===== config.mk =====
export PLATFORM = sky130hd
export DESIGN_NAME = branch_predictor
export DESIGN_NICKNAME = d
export VERILOG_FILES = /design/src/rtl/branch_predictor.sv
export SDC_FILE = /design/constraint.sdc
export NUM_CORES = 2
export LEC_CHECK = 0
export BUFFER_PORTS_ARGS = -buffer_cell sky130_fd_sc_hd__buf_2
export CAP_MARGIN = 20
export CORE_MARGIN = 10
export CORE_UTILIZATION = 25
export DETAILED_ROUTE_END_ITERATION = 12
export PLACE_DENSITY_LB_ADDON = 0.12
export SYNTH_ARGS = -nofsm -noshare
export SYNTH_HDL_FRONTEND = slang
export SYNTH_SLANG_ARGS = --single-unit

===== constraint.sdc =====
create_clock -name clk -period 95.3 [get_ports clk]
set_input_delay 19.06 -clock clk [delete_from_list [all_inputs] [get_ports clk]]
set_output_delay 19.06 -clock clk [all_outputs]
set_load 0.01 [all_outputs]

===== src/rtl/branch_predictor.sv =====
// branch_predictor: BTB with 2-bit bimodal direction counters, mispredict detection and saturating stats
module branch_predictor #(
    parameter int ENTRIES = 16,
    parameter int CNT_W   = 32
) (
    input  logic             clk,
    input  logic             reset,
    input  logic [31:0]      i_lookup_pc,
    output logic             o_pred_taken,
    output logic [31:0]      o_pred_target,
    input  logic             i_upd_valid,
    input  logic [31:0]      i_upd_pc,
    input  logic             i_upd_is_branch,
    input  logic             i_upd_is_jump,
    input  logic             i_upd_taken,
    input  logic [31:0]      i_upd_target,
    input  logic             i_upd_pred_taken,
    input  logic [31:0]      i_upd_pred_target,
    input  logic             i_flush,
    output logic             o_mispredict,
    output logic [31:0]      o_redirect_pc,
    output logic [CNT_W-1:0] o_stat_updates,
    output logic [CNT_W-1:0] o_stat_mispredicts
);
    localparam int INDEX_W = $clog2(ENTRIES);
    localparam int TAG_W   = 30 - INDEX_W;

    logic [ENTRIES-1:0] r_valid;
    logic [ENTRIES-1:0] r_is_jump;
    logic [TAG_W-1:0]   r_tag    [ENTRIES];
    logic [31:0]        r_target [ENTRIES];
    logic [1:0]         r_ctr    [ENTRIES];
    logic [CNT_W-1:0]   r_stat_upd;
    logic [CNT_W-1:0]   r_stat_mis;

    logic [INDEX_W-1:0] w_l_idx, w_u_idx;
    logic [TAG_W-1:0]   w_l_tag, w_u_tag;
    logic               w_l_hit, w_u_hit, w_ctl, w_cf, w_taken;
    logic [1:0]         w_ctr, w_ctr_next;

    assign w_l_idx = i_lookup_pc[INDEX_W+1:2];
    assign w_l_tag = i_lookup_pc[31:INDEX_W+2];
    assign w_u_idx = i_upd_pc[INDEX_W+1:2];
    assign w_u_tag = i_upd_pc[31:INDEX_W+2];
    assign w_l_hit = r_valid[w_l_idx] && (r_tag[w_l_idx] == w_l_tag);
    assign w_u_hit = r_valid[w_u_idx] && (r_tag[w_u_idx] == w_u_tag);

    assign o_pred_taken  = w_l_hit && (r_is_jump[w_l_idx] || r_ctr[w_l_idx][1]);
    assign o_pred_target = o_pred_taken ? r_target[w_l_idx] : i_lookup_pc + 32'd4;

    // Non-control instructions resolve as not taken
    assign w_ctl   = i_upd_is_branch || i_upd_is_jump;
    assign w_cf    = i_upd_valid && w_ctl;
    assign w_taken = w_ctl && i_upd_taken;

    assign o_mispredict  = i_upd_valid && ((i_upd_pred_taken != w_taken) ||
                           (w_taken && (i_upd_pred_target != i_upd_target)));
    assign o_redirect_pc = w_taken ? i_upd_target : i_upd_pc + 32'd4;

    assign w_ctr      = r_ctr[w_u_idx];
    assign w_ctr_next = i_upd_taken ? ((w_ctr == 2'b11) ? w_ctr : w_ctr + 2'd1)
                                    : ((w_ctr == 2'b00) ? w_ctr : w_ctr - 2'd1);

    always_ff @(posedge clk or posedge reset) begin
        if (reset) begin
            r_valid   <= '0;
            r_is_jump <= '0;
            for (int i = 0; i < ENTRIES; i++) begin
                r_tag[i]    <= '0;
                r_target[i] <= '0;
                r_ctr[i]    <= '0;
            end
        end else if (i_flush) begin
            r_valid <= '0;
        end else if (w_cf && w_u_hit) begin
            r_ctr[w_u_idx]     <= w_ctr_next;
            r_is_jump[w_u_idx] <= i_upd_is_jump;
            if (i_upd_taken)
                r_target[w_u_idx] <= i_upd_target;
        end else if (w_cf && i_upd_taken) begin
            r_valid[w_u_idx]   <= 1'b1;
            r_tag[w_u_idx]     <= w_u_tag;
            r_target[w_u_idx]  <= i_upd_target;
            r_ctr[w_u_idx]     <= 2'b10;
            r_is_jump[w_u_idx] <= i_upd_is_jump;
        end else if (i_upd_valid && !w_ctl && i_upd_pred_taken && w_u_hit) begin
            // A non-branch predicted taken means the entry belongs to another PC
            r_valid[w_u_idx] <= 1'b0;
        end
    end

    always_ff @(posedge clk or posedge reset) begin
        if (reset) begin
            r_stat_upd <= '0;
            r_stat_mis <= '0;
        end else begin
            if (w_cf && !(&r_stat_upd))
                r_stat_upd <= r_stat_upd + CNT_W'(1);
            if (o_mispredict && !(&r_stat_mis))
                r_stat_mis <= r_stat_mis + CNT_W'(1);
        end
    end

    assign o_stat_updates     = r_stat_upd;
    assign o_stat_mispredicts = r_stat_mis;
endmodule


==> results.py <==
metrics = {
    "outcome": {
        "status": "complete, no violations",
    },
    "sta": {
        "finalMaxSlewViolations": 0,
        "tightest_slew_ns": 1.124,
        "setup_viol": 0,
        "grt_setup_unrepaired": "no",
        "finalCritPeriodShare": 0.4552,
        "hold_violations": 0,
        "fin_worst_skew_ns": 0.02100,
        "setup_ws_ns": 51.92,
        "period_needed_ns": 43.38,
        "setup_tns_ns": 0,
        "slew_headroom": 0.2424,
        "fmax_mhz": 23.05,
    },
    "yosys": {
        "avgSynthCellArea_sq_um": 14.26,
        "yosys_warnings": 0,
        "synth_top_family_by_area": "multiplexers",
        "syn_area_sq_um": 54110,
        "synthMuxAreaShare": 0.3679,
        "synthArstFlopShare": 1.000,
        "syn_inst": 3795,
        "synthSimpleGateAreaFrac": 0.04779,
        "synth.area.top_cells": "dfrtp_1, mux4_2, mux2_2, mux2_1, xnor2_1",
        "synth_adder_area_share": 0.001619,
        "syn-num-nets": 3938,
        "synth_top_area_frac": 0.4883,
        "synth_seq_cells": 1056,
        "synth_cell_types": 66,
        "yosysSeqAreaShare": 0.4883,
        "synth_compound_area_frac": 0.02837,
        "synth_edf_count": 0,
        "synth_xor_area_frac": 0.03237,
        "synth_ff_type": "dfrtp_1",
        "yosysTopAreaCell": "dfrtp_1",
    },
    "place": {
        "dp_cells": 6629,
        "numPortBuffers": 265,
        "gp_congestion": 0.8268,
        "pre_cts_slack_ns": 51.70,
        "dp_hpwl_microns": 130200,
    },
    "die": {
        "io-pin-count": 266,
        "fp.dieH_microns": 485.2,
        "initial_utilization": 0.2516,
        "core_area_sq_um": 215000,
        "die_area_sq_um": 235500,
        "die_width_microns": 485.2,
        "row_count": 170,
    },
    "worst_setup_path": {
        "ff2ff_setup_slack_ns": 90.22,
        "crit_fanout": 59,
        "cp_data_required_time_ns": 76.24,
        "cpMostUsedCell": "buf_4",
        "start_kind": "input port",
        "reg2regPathDepth": 9,
        "cp_data_arrival_time_ns": 24.32,
        "crit_path_end_kind": "primary output",
        "timing.rr.end": "r_tag[202]$_DFFE_PP0P_",
        "reg2reg_from": "r_tag[129]$_DFFE_PP0P_",
        "path_cells": "buf_8 > buf_4 > buf_4 > mux4_2 > mux4_2 > xnor2_1 > nand2_1 > or4_1 > nor3_4 > buf_4 > mux2_2 > buf_2",
        "critPathKind": "in2out",
        "max_stage_delay_ns": 0.78,
        "cpMaxStageDelayCell": "buf_4",
    },
    "detailed_routing": {
        "avgViaCountPerCell": 4.969,
        "dr.pass1.iters": 5,
        "drt_wl_total_microns": 206300,
        "drc": 0,
        "via_count": 34180,
        "post_drt_wl_per_cell_microns": 29.99,
        "initialDrtViolationCount": 2271,
        "ant_nets": 0,
    },
    "global_routing": {
        "grt_max_degree": 165,
        "grt_usage": 0.1725,
        "grt_first_pass_wirelength_microns": 294900,
        "gr-total-overflow": 0,
        "grt_pass1_vias": 36440,
        "met2_usage": 0.2876,
        "use_met3": 0.02608,
        "busiest_layer": "met2",
        "use_met1": 0.2256,
        "antenna_found_initial": 27,
    },
    "final_layout": {
        "final_cells": 6879,
        "multi_input_area_sq_um": 26000,
        "area_growth_pct": 15.88,
        "nFillCells": 21660,
        "drive_gt1_frac": 0.4399,
        "layout.nets": 4072,
        "regArea_sq_um": 26430,
    },
    "clock_tree": {
        "htreeDepth": 4,
        "cts-resized-gates": 0,
        "clockBufferDepth": 3,
        "clock_latency_ns": 0.78,
        "post_cts_buffers": 0,
        "cts-root-buf": "clkbuf_16",
        "cts.sinks": 1056,
        "cts_tree": "yes",
        "numCtsBuffers": 136,
        "ctsHoldBuffers": 0,
        "path_clk_slew_ns": 0.06,
    },
    "min_path": {
        "hold_depth": 2,
        "min_to": "r_target[452]$_DFFE_PP0P_",
        "min_path_type": "reg2reg",
        "hp-start": "r_target[452]$_DFFE_PP0P_",
    },
    "pwr": {
        "p_total_mw": 1.242,
        "power.density_nw_per_um2": 19.80,
        "p_leak_nw": 27.89,
        "ir_drop_uv": 17.28,
    },
    "run": {
        "maxCapViolations": 0,
    },
}
-- registers in the layout, indices dropped and copies added (netlist names) --
| register | count |
|---|---|
| r_target | 512 |
| r_tag | 416 |
| r_valid | 16 |
| r_is_jump | 16 |
| o_stat_mispredicts | 32 |
| r_ctr | 32 |
| o_stat_updates | 32 |
-- critical path: cells and delay by family --
kind	cells	cell delay [ns]
xor gates and xnor gates	1	0.25
buffers and inverters	5	2.53
muxes	3	1.50
and+or+nand+nor	3	0.76
-- worst max path at each step --
stage / from / end / slack, ns
CTS: i_lookup_pc[2] / o_pred_target[22] / 51.70
global placement: i_lookup_pc[2] / o_pred_target[22] / 51.73
detailed placement: i_lookup_pc[2] / o_pred_target[22] / 51.70
global route: i_lookup_pc[2] / o_pred_target[1] / 51.50
finish: i_lookup_pc[2] / o_pred_target[22] / 51.92
floorplan: reset / o_stat_mispredicts[0]$_DFFE_PP0P_ / 46.52
-- layout by cell type (no fill, tap or decap), types with 6 or more instances in the layout --
master and n:
nand2_1 252, mux4_2 402, a22oi_1 12, clkinv_2 17, clkbuf_8 34, o22a_1 12, diode_2 6, xor2_1 57
clkbuf_16 142, nor3_1 19, a311oi_1 16, a21oi_1 47, and3_1 25, nand2_4 13, nor4_1 15, dfrtp_1 1056
ha_1 7, nand4_1 34, nand2_2 7, bufinv_16 8, nor3_2 6, clkbuf_1 33, and2_1 9, buf_4 75
o22ai_1 20, nand3_1 53, mux2i_1 49, inv_1 37, buf_2 258, nor2_4 12, xnor2_1 143, mux2_2 768
and4_1 7, o211ai_1 10, mux2_1 151, nor2_1 51, o21ai_0 82
-- synth_stat cells, types with 5 or more instances --
cell       count
a21oi_1       47
a22o_1         5
a22oi_1       12
a2bb2oi_1      5
a311oi_1      16
and2_1         9
and3_1        25
and4_1         7
buf_1         36
buf_2         54
buf_4         23
buf_6         29
clkbuf_1     203
dfrtp_1     1056
ha_1           7
inv_1         38
mux2_1       151
mux2_2       768
mux2i_1       49
mux4_2       402
nand2_1      255
nand2_4       13
nand3_1       54
nand4_1       34
nor2_1        63
nor2b_1        6
nor3_1        20
nor3_2         6
nor4_1        15
o211ai_1      10
o21ai_0       83
o221ai_1       5
o22a_1        12
o22ai_1       20
xnor2_1      143
xor2_1        57
-- kinds of logic (layout without fill, tap and decap cells) --
kind of cell / Yosys count / after routing
AO/OA/AOI/OAI: 242 / 242
other: 0 / 6
buffers and inverters: 386 / 626
adder cells (fa/ha/maj): 7 / 7
flip-flops: 1056 / 1056
AND/OR/NAND/NOR: 533 / 533
multiplexers: 1371 / 1371
XOR/XNOR: 200 / 200
-- layout make-up --
class	instances	share of cell area
multi-input combinational	2353	0.4146
clock inverter	35	0.007003
timing repair buffer	341	0.03147
clock buffer	209	0.06610
antenna	6	0.0002394
tap	2838	0.05663
inverter	41	0.002574
sequential	1056	0.4214
-- through the flow --
step                cell area [sq um]  hold slack [ns]  utilization
floorplan                       54110           0.4411            -
global placement                58090           0.4572       0.2702
detailed placement              58110           0.4632       0.2702
CTS                             62690           0.4804       0.2915
global route                    62700           0.4989       0.2916
finish                          62710           0.4765       0.2916
-- report_power, final --
group / total [mW] / switching [mW] / leakage (nW) / internal, mW
Clock: 0.532 / 0.211 / 2.26 / 0.321
Combinational: 0.179 / 0.0904 / 11.5 / 0.0885
Sequential: 0.531 / 0.0324 / 14.2 / 0.499
Total: 1.24 / 0.333 / 27.9 / 0.908
-- per-layer routing --
metal | share of wire | vias up
met1 | 0.44 | 18690
met2 | 0.49 | 751
met3 | 0.037 | 307
met5 | 0.00056 | -
li1 | - | 14420
met4 | 0.039 | 18
Note: power is estimated with default switching activity, not from simulation.
